**src/rtl/hazard_ctrl.sv**
```systemverilog
// Hazard controller for an in-order pipeline. A scoreboard of pending
// destination registers drives the stall, flush and issue decisions. A small
// FSM sequences branch flushes and the HALT drain. Stall statistics and a
// watchdog on runaway stalls are kept alongside.
module hazard_ctrl #(
  parameter int REG_ADDR_LEN = 5,
  parameter int FLUSH_CYCLES = 2,
  parameter int MAX_STALL    = 255
) (
  input  logic                    clk,
  input  logic                    rst,
  input  logic                    id_valid,
  input  logic [REG_ADDR_LEN-1:0] id_rs1_addr,
  input  logic                    id_rs1_en,
  input  logic [REG_ADDR_LEN-1:0] id_rs2_addr,
  input  logic                    id_rs2_en,
  input  logic [REG_ADDR_LEN-1:0] id_rd_addr,
  input  logic                    id_rd_en,
  input  logic                    id_halt,
  input  logic                    wb_valid,
  input  logic [REG_ADDR_LEN-1:0] wb_addr,
  input  logic                    ex_branch_taken,
  output logic                    IsStall,
  output logic                    IsFlush,
  output logic                    issue,
  output logic                    halted,
  output logic [15:0]             stall_cnt,
  output logic                    wdog_err
);
  localparam int NREG = 1 << REG_ADDR_LEN;

  localparam logic [1:0] S_RUN    = 2'd0;
  localparam logic [1:0] S_FLUSH  = 2'd1;
  localparam logic [1:0] S_DRAIN  = 2'd2;
  localparam logic [1:0] S_HALTED = 2'd3;

  localparam logic [3:0] FLUSH_LOAD = 4'(FLUSH_CYCLES - 1);
  // A single-cycle flush is fully covered by the branch cycle itself.
  localparam bit USE_FLUSH = (FLUSH_CYCLES > 1);

  logic [NREG-1:0] pending, pending_n;
  logic [1:0]      state, state_n, cur;
  logic [3:0]      fcnt, fcnt_n;
  logic [15:0]     consec, consec_n;
  logic            hazard;

  // While rst is high the outputs behave as RUN with an empty scoreboard.
  assign cur    = rst ? S_RUN : state;
  assign hazard = ~rst & id_valid &
                  ((id_rs1_en & pending[id_rs1_addr]) |
                   (id_rs2_en & pending[id_rs2_addr]) |
                   (id_rd_en  & pending[id_rd_addr]));
  assign halted = (cur == S_HALTED);

  // Pipeline control outputs by state; a taken branch beats a hazard in RUN.
  always_comb begin
    IsStall = 1'b0;
    IsFlush = 1'b0;
    issue   = 1'b0;
    case (cur)
      S_RUN: begin
        IsStall = hazard & ~ex_branch_taken;
        IsFlush = ex_branch_taken;
        issue   = id_valid & ~hazard & ~ex_branch_taken;
      end
      S_FLUSH: IsFlush = 1'b1;
      default: IsStall = 1'b1;   // DRAIN and HALTED hold the front end
    endcase
  end

  // Scoreboard update: writeback clears first so a same-cycle set wins.
  always_comb begin
    pending_n = pending;
    if (wb_valid)
      pending_n[wb_addr] = 1'b0;
    if (issue && id_rd_en && (id_rd_addr != '0))
      pending_n[id_rd_addr] = 1'b1;
    pending_n[0] = 1'b0;
  end

  // FSM next state and flush countdown.
  always_comb begin
    state_n = state;
    fcnt_n  = fcnt;
    case (state)
      S_RUN: begin
        if (ex_branch_taken) begin
          fcnt_n = FLUSH_LOAD;
          if (USE_FLUSH) state_n = S_FLUSH;
        end else if (issue && id_halt) begin
          state_n = S_DRAIN;
        end
      end
      S_FLUSH: begin
        if (ex_branch_taken) begin
          fcnt_n = FLUSH_LOAD;
        end else begin
          fcnt_n = (fcnt == 4'd0) ? 4'd0 : fcnt - 4'd1;
          if (fcnt <= 4'd1) state_n = S_RUN;
        end
      end
      S_DRAIN: if (pending_n == '0) state_n = S_HALTED;
      default: state_n = S_HALTED;
    endcase
  end

  // Consecutive RUN stalls; DRAIN/HALTED stalls neither count nor clear.
  always_comb begin
    consec_n = consec;
    if (!IsStall)
      consec_n = '0;
    else if (state == S_RUN && consec != 16'hFFFF)
      consec_n = consec + 16'd1;
  end

  // State registers with synchronous reset.
  always_ff @(posedge clk) begin
    if (rst) begin
      pending   <= '0;
      state     <= S_RUN;
      fcnt      <= '0;
      consec    <= '0;
      stall_cnt <= '0;
      wdog_err  <= 1'b0;
    end else begin
      pending <= pending_n;
      state   <= state_n;
      fcnt    <= fcnt_n;
      consec  <= consec_n;
      if (IsStall && (state == S_RUN || state == S_DRAIN) && stall_cnt != 16'hFFFF)
        stall_cnt <= stall_cnt + 16'd1;
      if (32'(consec_n) > MAX_STALL)
        wdog_err <= 1'b1;
    end
  end

endmodule
```
**config.mk**
```make
export PLATFORM = sky130hd
export DESIGN_NAME = hazard_ctrl
export DESIGN_NICKNAME = d
export VERILOG_FILES = /design/src/rtl/hazard_ctrl.sv
export SDC_FILE = /design/constraint.sdc
export NUM_CORES = 1
export LEC_CHECK = 0
export CAP_MARGIN = 10
export CORE_MARGIN = 5
export CORE_UTILIZATION = 35
export CTS_CLUSTER_SIZE = 20
export DETAILED_ROUTE_END_ITERATION = 10
export PLACE_DENSITY = 0.54
export SLEW_MARGIN = 20
export SYNTH_ARGS = -nofsm -noshare
export SYNTH_HDL_FRONTEND = slang
export SYNTH_SLANG_ARGS = --single-unit
```
**constraint.sdc**
```tcl
create_clock -name clk -period 7 [get_ports clk]
set_input_delay 1.4 -clock clk [delete_from_list [all_inputs] [get_ports clk]]
set_output_delay 1.4 -clock clk [all_outputs]
set_load 0.02 [all_outputs]
```
==> run_results.csv <==
group,metric,value,unit
outcome,status,"finished clean",
detailed_routing,wl,13800,um
timing,finalCritPeriodShare,0.858,
detailed_routing,drt_iter0_drc,275,
clock_tree,cts_inserted_buffers,9,
timing,slew_headroom,0.312,
timing,hold_ws,0.488,ns
finish,fin_util,0.425,
detailed_routing,drt-vias-per-instance,5.73,
flow_run,maxCapViolations,0,
power,swShare,0.246,
grt,grt_pass1_vias,4086,
grt,grt_max_degree,56,
placement,dp_hpwl,9970,um
synth,async_flop_share,0,
finish,antenna-diode-count,0,
power,p_sw,239,uW
synth,synth_top_family_by_area,"simple AND/OR/NAND/NOR gates",
worst_setup_path,crit_path_top_delay_cell,"clkdlybuf4s50_1",
power,power.total,975,uW
power,seqPwrFrac,0.416,
die,start_util,0.355,
synth,syn-cell-area,0.00444,sq mm
clock_tree,cts_root_buf,"clkbuf_16",
worst_hold_path,hp-class,"reg2reg",
detailed_routing,num_vias,4284,
finish,final_net_count,602,
die,chipWidth,123,um
placement,place_congestion,0.913,
synth,yosys.area_share.adder,0.00564,
synth,synth-simple-area-share,0.282,
die,row_count,41,
grt,globalRoute.totalOverflow,0,
worst_setup_path,worst-path-buf-inv,2,
clock_tree,clockBufferDepth,2,
clock_tree,ctsResizeCount,0,
clock_tree,clk_pin_slew,0.05,ns
worst_setup_path,path_delay_family,"buffers and inverters",
worst_setup_path,cp_cell_sequence,"clkdlybuf4s50_1 > mux4_2 > mux2_2 > or3_1 > o211ai_1 > o311a_2 > and3_1 > clkdlybuf4s50_1",
die,core_area,0.0125,sq mm
worst_setup_path,cp-end-kind,"primary output",
synth,ys_types,60,
finish,final_cell_area,0.00532,sq mm
grt,grt_antenna_before_repair,0,
placement,placed_cell_area,0.00502,sq mm
synth,synthMuxAreaShare,0.151,
clock_tree,htreeDepth,3,
die,die-area,0.0150,sq mm
clock_tree,cts_setup_buffers,0,
power,cellPowerDensity,183,mW/mm^2
timing,worst_pin_slew,1.03,ns
detailed_routing,drt_first_pass_iters,5,
timing,tns,0,ns
timing,slew_viol_final,0,
detailed_routing,detail-route-antenna-nets,0,
synth,netlist_instances,540,
synth,synth-compound-area-share,0.165,
synth,yosys_warnings,0,
synth,synth_xor_area_frac,0.0335,
grt,grt_pass1_wl,21900,um
timing,skew,0.00520,ns
worst_setup_path,critPathMostFrequentCell,"clkdlybuf4s50_1",
power,vdd_ir_drop_max,0.0860,mV
finish,area_delta_synth_final,19.9,%
synth,yosysTopAreaCellShare,0.316,
synth,synth.avg_cell_area,8.22,sq um
worst_setup_path,timing_worst_setup_path_type,"in2out",
clock_tree,cts_tree,"built",
power,combPwrFrac,0.110,
worst_setup_path,crit_required,5.60,ns
synth,synth_seq_cells,70,
finish,layout_common_cells,"70 x dfxtp_1, 52 x nor2_1, 48 x clkdlybuf4s50_1",
clock_tree,clock-sinks,70,
synth,synth_edf_count,0,
finish,drive_above_1_share,0.108,
worst_setup_path,max_stage_delay,0.85,ns
finish,n_fill_cell,1301,
timing,period_needed,6.01,ns
timing,setup_viol,0,
die,fp.dieH,123,um
detailed_routing,wl_per_cell,18.5,um
timing,rsz0062_at_grt,"no",
worst_setup_path,startpoint_type,"primary input",
synth,synth_area_leaders,"dfxtp_1 32%, mux2i_1 6.8%, a21oi_1 4.5%",
grt,grt.total_usage,0.187,
synth,syn-num-nets,571,
power,leakage,1.78,nW
placement,numPortBuffers,49,
synth,yosys_most_used_dff,"dfxtp_1",
worst_setup_path,crit_fanout,13,
clock_tree,clk_latency,0.33,ns
clock_tree,ctsHoldBuffers,0,
die,ios,50,
finish,final_common_cell,"dfxtp_1",
power,power_frac_clock,0.474,
power,internal_power,735,uW
timing,finalHoldViolCount,0,
timing,fmaxAchievable,0.166,GHz
synth,ys_seq_area_frac,0.316,
synth,synth_area_leader_cell,"dfxtp_1",
detailed_routing,drc,0,
worst_setup_path,arrival,4.61,ns
-- sequential cells by signal, summed over array words and instances (netlist names) --
signal and flops:
stall_cnt 16, fcnt 4, pending 31, wdog_err 1, state 2, consec 16
-- final timing paths --
| path | start | endpoint | slack (ns) | cells after the start |
|---|---|---|---|---|
| max | id_rs1_addr[1] | issue | 0.99 | 8 |
| min | fcnt[3] | fcnt[3] | 0.49 | 1 |
| max reg2reg | pending[13] | pending[12] | 3.98 | 8 |
| min reg2reg | fcnt[3] | fcnt[3] | 0.49 | 1 |
-- cell type report --
cell class	count	area, sq um	share of cell area
repair buffers	55	531	0.0997
well taps	172	215	0.0404
clock buffers	12	256	0.0482
flip-flops and latches	70	1400	0.263
clock inverters	4	45.0	0.00846
inverters	9	33.8	0.00635
multi-input cells	426	2840	0.534
-- power by group through the flow --
stage          combinational [mW]  sequential (mW)  clock (mW)
4_1_cts                     0.106            0.405       0.469
6_report                    0.107            0.406       0.462
3_3_place_gp                0.106            0.414           0
5_1_grt                     0.116            0.406       0.488
2_1_floorplan              0.0688            0.411           0
3_5_place_dp                0.106            0.414           0
-- worst register-to-register path, stage by stage, from the launching register on --
cell and delay, ns:
dfxtp_1 0.36, mux4_2 0.47, mux2_2 0.28, or3_1 0.31, o211ai_1 0.15, o311a_2 0.28
buf_4 0.47, nand4_1 0.35, o22ai_1 0.27
-- metal layers --
layer / vias to the layer above / track usage / share of wire / wire (um)
met5: - / 0 / 0 / 0
met4: 0 / 0.0623 / 0.020 / 274
met3: 18 / 0.0433 / 0.063 / 865
met2: 149 / 0.302 / 0.46 / 6400
met1: 2029 / 0.247 / 0.46 / 6300
li1: 2088 / - / - / -
-- per-stage QoR --
| step | worst slack (ns) | cells |
|---|---|---|
| 2_1_floorplan | 2.15 | 540 |
| 3_3_place_gp | 1.07 | 732 |
| 3_5_place_dp | 1.02 | 732 |
| 4_1_cts | 1.01 | 748 |
| 5_1_grt | 0.874 | 748 |
| 6_report | 0.991 | 748 |
-- synth_stat cells (10+ instances only) --
cell type and number:
mux2_2 17, nor2_1 52, nand4_1 25, clkbuf_1 18, buf_2 10, nand3b_1 10
xnor2_1 12, nor3_1 15, dfxtp_1 70, o21ai_0 36, nand2_1 31, nand3_1 34
mux2i_1 30, a21oi_1 40
-- logic make-up (layout without fill, tap and decap cells) --
logic type / Yosys count / count (layout)
compound gates: 120 / 120
xor+xnor: 17 / 17
fa+ha+maj: 2 / 2
buf+inv: 44 / 80
flops: 70 / 70
mux: 55 / 55
simple gates: 232 / 232
No activity file was read; power rests on OpenSTA's default activity.
